**src/rtl/wb_arbiter2_pkg.sv**
```systemverilog
// Shared state and grant encodings for the two-master Wishbone arbiter.
// Used by wb_arbiter2 and wb_arb_pick.
package wb_arb_defs;

  localparam logic [1:0] ST_IDLE = 2'd0;
  localparam logic [1:0] ST_OWN0 = 2'd1;
  localparam logic [1:0] ST_OWN1 = 2'd2;

  localparam logic [1:0] GNT_NONE = 2'b00;
  localparam logic [1:0] GNT_M0   = 2'b01;
  localparam logic [1:0] GNT_M1   = 2'b10;

  typedef enum logic [1:0] {
    S_IDLE = ST_IDLE,
    S_OWN0 = ST_OWN0,
    S_OWN1 = ST_OWN1
  } arb_state_e;

  // Maps a one-hot winner onto the ownership state it leads to.
  function automatic arb_state_e state_for(input logic [1:0] gnt);
    case (gnt)
      GNT_M0:  state_for = S_OWN0;
      GNT_M1:  state_for = S_OWN1;
      default: state_for = S_IDLE;
    endcase
  endfunction

endpackage

```
**src/rtl/wb_arbiter2_pick.sv**
```systemverilog
// Arbitration policy: picks a one-hot winner from the two cyc requests.
// WB_ARB_ROUND_ROBIN_EN selects round-robin on ties; otherwise m0 wins ties.
module wb_arb_pick
  import wb_arb_defs::*;
(
  input  logic [1:0] req,
  input  logic       last_owner,
  output logic [1:0] winner
);

`ifndef WB_ARB_ROUND_ROBIN_EN
  logic unused_last_owner;
  assign unused_last_owner = last_owner;
`endif

  always_comb begin
    winner = GNT_NONE;
    case (req)
      2'b01: winner = GNT_M0;
      2'b10: winner = GNT_M1;
      2'b11: begin
`ifdef WB_ARB_ROUND_ROBIN_EN
        // last_owner high means m1 was the most recent owner.
        winner = last_owner ? GNT_M0 : GNT_M1;
`else
        winner = GNT_M0;
`endif
      end
      default: winner = GNT_NONE;
    endcase
  end

endmodule

```
**src/rtl/wb_arbiter2.sv**
```systemverilog
// Two-master to one-slave pipelined Wishbone arbiter with per-cycle grant and
// outstanding-ack tracking. Tie policy set by WB_ARB_ROUND_ROBIN_EN.
module wb_arbiter2
  import wb_arb_defs::*;
#(
  parameter int AW      = 6,
  parameter int DW      = 32,
  parameter int MAX_OUT = 2
) (
  input  logic          clk,
  input  logic          reset,
  input  logic          i_m0_cyc,
  input  logic          i_m0_stb,
  input  logic          i_m0_we,
  input  logic [AW-1:0] i_m0_addr,
  input  logic [DW-1:0] i_m0_data,
  output logic          o_m0_stall,
  output logic          o_m0_ack,
  output logic [DW-1:0] o_m0_data,
  input  logic          i_m1_cyc,
  input  logic          i_m1_stb,
  input  logic          i_m1_we,
  input  logic [AW-1:0] i_m1_addr,
  input  logic [DW-1:0] i_m1_data,
  output logic          o_m1_stall,
  output logic          o_m1_ack,
  output logic [DW-1:0] o_m1_data,
  output logic          o_s_stb,
  output logic          o_s_we,
  output logic [AW-1:0] o_s_addr,
  output logic [DW-1:0] o_s_data,
  input  logic          i_s_stall,
  input  logic          i_s_ack,
  input  logic [DW-1:0] i_s_data,
  output logic [1:0]    o_grant,
  output logic [1:0]    o_dbg_state
);

  // Handshake: a request is issued on a cycle where o_s_stb is high and
  // i_s_stall is low; every issued request is answered by exactly one
  // i_s_ack on a later cycle, and an ack with nothing outstanding is ignored.

  localparam int CW = $clog2(MAX_OUT + 1);
  localparam logic [CW-1:0] CNT_MAX = CW'(MAX_OUT);
  localparam logic [CW-1:0] CNT_ONE = CW'(1);

  arb_state_e    state_q, state_d;
  logic [CW-1:0] cnt_q, cnt_d;
  logic          last_m1_q, last_m1_d;

  logic [1:0]    winner;
  logic          own_cyc, own_stb, own_we;
  logic [AW-1:0] own_addr;
  logic [DW-1:0] own_data;
  logic          owning, full, cnt_nz;
  logic          issue, ack_ok, release_bus;

  wb_arb_pick u_pick (
    .req        ({i_m1_cyc, i_m0_cyc}),
    .last_owner (last_m1_q),
    .winner     (winner)
  );

  always_comb begin
    own_cyc  = 1'b0;
    own_stb  = 1'b0;
    own_we   = 1'b0;
    own_addr = '0;
    own_data = '0;
    case (state_q)
      S_OWN0: begin
        own_cyc  = i_m0_cyc;
        own_stb  = i_m0_stb;
        own_we   = i_m0_we;
        own_addr = i_m0_addr;
        own_data = i_m0_data;
      end
      S_OWN1: begin
        own_cyc  = i_m1_cyc;
        own_stb  = i_m1_stb;
        own_we   = i_m1_we;
        own_addr = i_m1_addr;
        own_data = i_m1_data;
      end
      default: ;
    endcase
  end

  assign owning = (state_q != S_IDLE);
  assign full   = (cnt_q == CNT_MAX);
  assign cnt_nz = (cnt_q != '0);

  assign o_s_stb  = owning & own_cyc & own_stb & ~full;
  assign o_s_we   = own_we;
  assign o_s_addr = own_addr;
  assign o_s_data = own_data;

  assign issue  = o_s_stb & ~i_s_stall;
  assign ack_ok = i_s_ack & cnt_nz;

  // The owner lets go only once its cyc is down and no response is in flight
  // after this cycle; an ack arriving after cyc drops is drained, not routed.
  assign release_bus = owning & ~own_cyc &
                       (~cnt_nz | ((cnt_q == CNT_ONE) & i_s_ack));

  assign o_m0_stall = (state_q == S_OWN0) ? (i_s_stall | full) : 1'b1;
  assign o_m1_stall = (state_q == S_OWN1) ? (i_s_stall | full) : 1'b1;
  assign o_m0_ack   = (state_q == S_OWN0) & ack_ok & i_m0_cyc;
  assign o_m1_ack   = (state_q == S_OWN1) & ack_ok & i_m1_cyc;
  assign o_m0_data  = o_m0_ack ? i_s_data : '0;
  assign o_m1_data  = o_m1_ack ? i_s_data : '0;

  always_comb begin
    o_grant = GNT_NONE;
    case (state_q)
      S_OWN0:  o_grant = GNT_M0;
      S_OWN1:  o_grant = GNT_M1;
      default: o_grant = GNT_NONE;
    endcase
  end

  assign o_dbg_state = state_q;

  always_comb begin
    state_d   = state_q;
    last_m1_d = last_m1_q;
    cnt_d     = cnt_q;

    if (issue && !ack_ok) begin
      cnt_d = cnt_q + CNT_ONE;
    end else if (!issue && ack_ok) begin
      cnt_d = cnt_q - CNT_ONE;
    end

    // At release the owner's cyc is low, so the picker sees only the other
    // master and a waiting requester is handed the bus with no idle bubble.
    case (state_q)
      S_IDLE: begin
        if (winner != GNT_NONE) begin
          state_d   = state_for(winner);
          last_m1_d = (winner == GNT_M1);
        end
      end
      S_OWN0, S_OWN1: begin
        if (release_bus) begin
          state_d = state_for(winner);
          if (winner != GNT_NONE) begin
            last_m1_d = (winner == GNT_M1);
          end
        end
      end
      default: state_d = S_IDLE;
    endcase
  end

  always_ff @(posedge clk) begin
    if (reset) begin
      state_q   <= S_IDLE;
      cnt_q     <= '0;
      last_m1_q <= 1'b1;
    end else begin
      state_q   <= state_d;
      cnt_q     <= cnt_d;
      last_m1_q <= last_m1_d;
    end
  end

endmodule

```
**config.mk**
```make
export PLATFORM = sky130hd
export DESIGN_NAME = wb_arbiter2
export DESIGN_NICKNAME = d
export VERILOG_FILES = /design/src/rtl/wb_arbiter2_pkg.sv /design/src/rtl/wb_arbiter2_pick.sv /design/src/rtl/wb_arbiter2.sv
export SDC_FILE = /design/constraint.sdc
export NUM_CORES = 1
export LEC_CHECK = 0
export ABC_AREA = 1
export CORE_AREA = 2 2 90 92
export CTS_CLUSTER_SIZE = 25
export DETAILED_ROUTE_END_ITERATION = 12
export DIE_AREA = 0 0 92 94
export PLACE_DENSITY = 0.77
export RECOVER_POWER = 25
export SLEW_MARGIN = 40
export SYNTH_ARGS = -nofsm -noshare
export SYNTH_HDL_FRONTEND = slang
export SYNTH_HIERARCHICAL = 1
export SYNTH_SLANG_ARGS = --single-unit
export TNS_END_PERCENT = 50
```
**constraint.sdc**
```tcl
create_clock -name clk -period 1.75 [get_ports clk]
set_clock_uncertainty 0.05 [all_clocks]
set_input_delay 0.175 -clock clk [delete_from_list [all_inputs] [get_ports clk]]
set_output_delay 0.175 -clock clk [all_outputs]
set_load 0.05 [all_outputs]
```
# Word-level counts from Yosys, hierarchy flattened

Index checks and enable logic that the tools add are counted.

Add/subtract/negate cells: 2
Equal/unequal tests: 11
Muxes and demuxes: 17
Bitwise gates (word level): 18
Reduce and logical (&&, ||, !) cells: 12

Operators with widths:

| kind                  | number |
|---|---|
| $mux W32              | 2 |
| $pmux W32 S2          | 1 |
| $pmux W2 S2           | 4 |
| $and A1 B1 Y1         | 12 |
| $pmux W6 S2           | 1 |
| $eq A2 B2 Y1 const B  | 5 |
| $eq A2 B1 Y1 const B  | 4 |
| $mux W2               | 4 |
| $reduce_bool A2 Y1    | 4 |
| $pmux W1 S2           | 3 |
| $ne A2 B2 Y1 const B  | 2 |
| $not A1 Y1            | 4 |
| $reduce_or A2 Y1      | 2 |
| $add A2 B1 Y2 const B | 1 |
| $logic_and A1 B1 Y1   | 2 |
| $logic_not A1 Y1      | 2 |
| $logic_not A2 Y1      | 1 |
| $mux W1               | 2 |
| $or A1 B1 Y1          | 2 |
| $reduce_and A2 Y1     | 1 |
| $sub A2 B1 Y2 const B | 1 |

Register bits after elaboration: 4
Bits of input ports: 118
Output and inout bits: 112

# Depth between registers and ports, before layout

Word-level depth: 10
Mapped depth: 11
Mapped depth without buffers: 10

# By module

Netlist, hierarchy kept.

By module, submodules not included:

| module      | instances | cells an instance | area an instance (sq um) | sequential area each (sq um) |
|---|---|---|---|---|
| wb_arbiter2 | 1         | 303               | 1531.5                   | 100.1 |
| wb_arb_pick | 1         | 3                 | 11.3                     | 0.0 |

# Least setup slack after synthesis

OpenSTA, ideal clock, no wires.

Path type: flip-flop to output port
Start: register state_q[0], in the netlist o_dbg_state[0]
End: output port o_s_addr[0]
Arrival time: 2.364 ns
Required time: 1.525 ns
Path slack: -0.839 ns
Stages on the path, launching flop included: 7
Path buffers: 2
Cell sequence: dfxtp_1 -> inv_1 -> ha_1 -> inv_2 -> buf_2 -> buf_6 -> a21oi_1

Longest elaborated chain between the ends: 2
Elaborated cells between the ends (all ways): 3
Those cells by class: eq/ne (2); mux (1)

Ends and longest elaborated chain:

| element                                             | line               | RTL |
|---|---|---|
| start: declaration                                  | wb_arbiter2.sv:47  | `arb_state_e state_q, state_d;` |
| start signal: assignment                            | wb_arbiter2.sv:162 | `state_q <= state_d;` |
| $eq A2 B2 Y1 / $eq A2 B1 Y1 (equally long branches) | wb_arbiter2.sv:70  | `case (state_q)` |
| $pmux W6 S2 *                                       | wb_arbiter2.sv:70  |  |
| end: declaration                                    | wb_arbiter2.sv:30  | `output logic [AW-1:0] o_s_addr,` |

Every way passes the cells marked *; elsewhere a longest branch is shown, timed or not.

# Worst setup path after layout

Start: register cnt_q[1]
End: output port o_m1_data[8]

Longest elaborated chain between the ends: 5

Ends and longest elaborated chain:

| element                     | line               | RTL |
|---|---|---|
| start: declaration          | wb_arbiter2.sv:48  | `logic [CW-1:0] cnt_q, cnt_d;` |
| start signal: assignment    | wb_arbiter2.sv:163 | `cnt_q <= cnt_d;` |
| $reduce_bool A2 Y1          | wb_arbiter2.sv:91  | `assign cnt_nz = (cnt_q != '0);` |
| $and A1 B1 Y1               | wb_arbiter2.sv:99  | `assign ack_ok = i_s_ack & cnt_nz;` |
| $and A1 B1 Y1 (2 in series) | wb_arbiter2.sv:109 | `assign o_m1_ack = (state_q == S_OWN1) & ack_ok & i_m1_cyc;` |
| $mux W32                    | wb_arbiter2.sv:111 | `assign o_m1_data = o_m1_ack ? i_s_data : '0;` |
| end: declaration            | wb_arbiter2.sv:27  | `output logic [DW-1:0] o_m1_data,` |

Every way passes these cells.

==> results.sh <==
export IMPL_outcome="complete, but fails checks"
export IMPL_violated_checks="setup timing"
export IMPL_grt_total_usage=0.266
export IMPL_buffers_plus_inverters_on_the_worst_setup_path=5
export IMPL_critical_path_cell_chain="inv_2 -> ha_4 -> nor2_4 -> inv_4 -> nor2_4 -> inv_4 -> buf_12 -> nor2_4 -> buf_12"
export IMPL_holdPathStages=2
export IMPL_cell_internal_power_w=0.00284
export IMPL_clock_sinks=4
export IMPL_insertedDiodeCount=0
export IMPL_cts_tree="yes"
export IMPL_grt_setup_unrepaired="true"
export IMPL_pwr_share_clk=0.035
export IMPL_irDropWorstVdd_uv=1370
export IMPL_syn_nets=428
export IMPL_drcViolationCount=0
export IMPL_antenna_left=0
export IMPL_design_die_area_um2=8650
export IMPL_via_count=3026
export IMPL_grt_start_max_net_pins=40
export IMPL_clock_path_buffers=2
export IMPL_floorplan_initialDensity=0.197
export IMPL_floorplan_io_pins=230
export IMPL_syn_cell_area_um2=1500
export IMPL_placement_rows=32
export IMPL_floorplan_die_width_um=92
export IMPL_tritoncts_num_buffers=3
export IMPL_max_slew_margin=0.602
export IMPL_synth_avg_cell_area_um2=5.00
export IMPL_shortest_clock_period_the_worst_path_allows_after_layout_ns=1.90
export IMPL_worst_path_stages=9
export IMPL_switchingPower_w=0.00324
export IMPL_crit_path_frequent_cell="sky130_fd_sc_hd__nor2_4"
export IMPL_leakage_nw=2.39
export IMPL_yosysWarnings=6
export IMPL_finalSetupViolCount=107
export IMPL_synth_cells=300
export IMPL_hpwlAfterDp_um=9010
export IMPL_p_comb_frac=0.934
export IMPL_worst_slack_ns=-0.150
export IMPL_worstMarginPinSlew_ns=0.599
export IMPL_core_area_um2=7610
export IMPL_fmax_ghz=0.526
export IMPL_area_growth_pct=334
export IMPL_share_seq_of_total_power=0.031
export IMPL_clk_pin_slew_ns=0.04
export IMPL_wl_per_cell_um=18.7
export IMPL_crit_path_end_kind="output pin"
export IMPL_final_min_period_over_clock_period=1.09
export IMPL_worst_path_largest_cell_delay_ns=0.34
export IMPL_chipHeight_um=94
export IMPL_wire_length_of_the_first_global_routing_pass_um=18000
export IMPL_vias_in_the_first_global_route=3309
export IMPL_sw_frac_of_total=0.533
export IMPL_path_delay_family="buffers and inverters"
export IMPL_worst_ep_arrival_time_ns=1.68
export IMPL_first_pass_iters=4
export IMPL_final_hold_viol_count=0
export IMPL_power_per_cell_area_nw_per_um2=934
export IMPL_drt_total_wl_um=12300
export IMPL_worst_skew_pair_late_latency_ns=0.23
export IMPL_p_total_w=0.00607
export IMPL_placement_io_buffers=229
export IMPL_final_core_utilization=0.855
export IMPL_htreeDepth=1
export IMPL_route_detailed_vias_per_inst=4.59
export IMPL_final_max_slew_violation_count=0
export IMPL_hold_fix_buffers_cts=0
export IMPL_crit_fanout=12
export IMPL_fillerInstances=377
export IMPL_post_route_cells_drive_above_1_share=0.521
export IMPL_cpMaxStageDelayCell="sky130_fd_sc_hd__dfxtp_2"
export IMPL_antenna_violations_before_repair=0
export IMPL_crit_path_kind="reg2out"
export IMPL_critical_path_required_ns=1.52
export IMPL_worst_setup_path_start_kind="flip-flop"
export IMPL_timing_reg2reg_worst_path_depth=9
export IMPL_gp_congestion=0.860
export IMPL_globalRoute_totalOverflow=0
export IMPL_nets=686
export IMPL_detail_route_iter0_violations=56
export IMPL_max_cap_violations=0
export IMPL_worst_min_delay_path_class="reg2reg"
export IMPL_clockRootBuffer="sky130_fd_sc_hd__clkbuf_8"
## per-stage QoR
| step | cell area (um^2) | instances | worst slack [ns] | setup TNS, ns | hold slack (ns) |
|---|---|---|---|---|---|
| after floorplan | 2430 | 300 | -0.157 | -13.13 | 0.190 |
| final | 6500 | 659 | -0.150 | -10.68 | 0.536 |
| after detailed placement | 5950 | 632 | -0.123 | -2.27 | 0.530 |
| after CTS | 6390 | 654 | -0.0978 | -5.68 | 0.526 |
| after global placement | 5950 | 632 | -0.0640 | -0.266 | 0.495 |
| after global routing | 6500 | 659 | -0.220 | -17.07 | 0.553 |
## layout make-up
class / count / area (um^2) / area share
tap: 102 / 128 / 0.0196
multi-input combinational: 226 / 2060 / 0.316
timing repair buffer: 274 / 3980 / 0.611
clock buffer: 4 / 45.0 / 0.00692
inverter: 49 / 209 / 0.0321
sequential: 4 / 90.1 / 0.0138
## placed cells by master, fill, tap and decap left out, types with 3 or more instances in the layout
cell,instances
sky130_fd_sc_hd__clkbuf_1,3
sky130_fd_sc_hd__inv_1,41
sky130_fd_sc_hd__nand2_1,82
sky130_fd_sc_hd__clkdlybuf4s50_1,117
sky130_fd_sc_hd__inv_4,5
sky130_fd_sc_hd__buf_4,29
sky130_fd_sc_hd__a21oi_1,3
sky130_fd_sc_hd__a21oi_2,4
sky130_fd_sc_hd__ha_4,4
sky130_fd_sc_hd__nor2_1,6
sky130_fd_sc_hd__ha_1,6
sky130_fd_sc_hd__nor2_4,67
sky130_fd_sc_hd__clkbuf_16,3
sky130_fd_sc_hd__buf_12,115
sky130_fd_sc_hd__a21oi_4,36
sky130_fd_sc_hd__clkbuf_8,3
sky130_fd_sc_hd__nand3_1,5
sky130_fd_sc_hd__buf_16,7
## power by group through the flow
stage | Combinational, W | Clock [W] | Sequential, W
global route | 0.00590 | 0.000232 | 0.000188
finish | 0.00567 | 0.000215 | 0.000186
CTS | 0.00555 | 0.000219 | 0.000185
global placement | 0.00455 | 0 | 0.000185
floorplan | 0.00272 | 0 | 0.000245
detailed placement | 0.00464 | 0 | 0.000192
## per-layer routing
layer / vias up / track usage / share of wire
met2: 141 / 0.533 / 0.58
met4: 0 / 0.0920 / 0.036
met3: 36 / 0.0706 / 0.066
met5: - / 0 / 0
met1: 1428 / 0.260 / 0.32
li1: 1421 / - / -
## worst paths after layout
kind	slack [ns]	start	endpoint
hold reg to reg	0.54	o_dbg_state[0]	o_dbg_state[0]
hold / removal	0.54	o_dbg_state[0]	o_dbg_state[0]
setup / recovery	-0.15	cnt_q[1]	o_m1_data[8]
setup reg to reg	-0.15	o_dbg_state[0]	cnt_q[0]
## registers in the layout (all words and copies together), names as in the netlist
signal / flops
o_dbg_state: 2
cnt_q: 2
## tightest hold or removal path, delay by kind of cell (launching register included)
kind	cells	cell delay (ns)
compound gates	1	0.12
flops	1	0.36
simple gates	1	0.06
## timing repair
action                     4_1_cts  5_1_grt
pin swaps                       10       11
resized for setup               33        9
setup endpoints to repair      106      106
gates cloned                     6        3
buffers inserted                12        2
(Power assumes the default switching activity.)
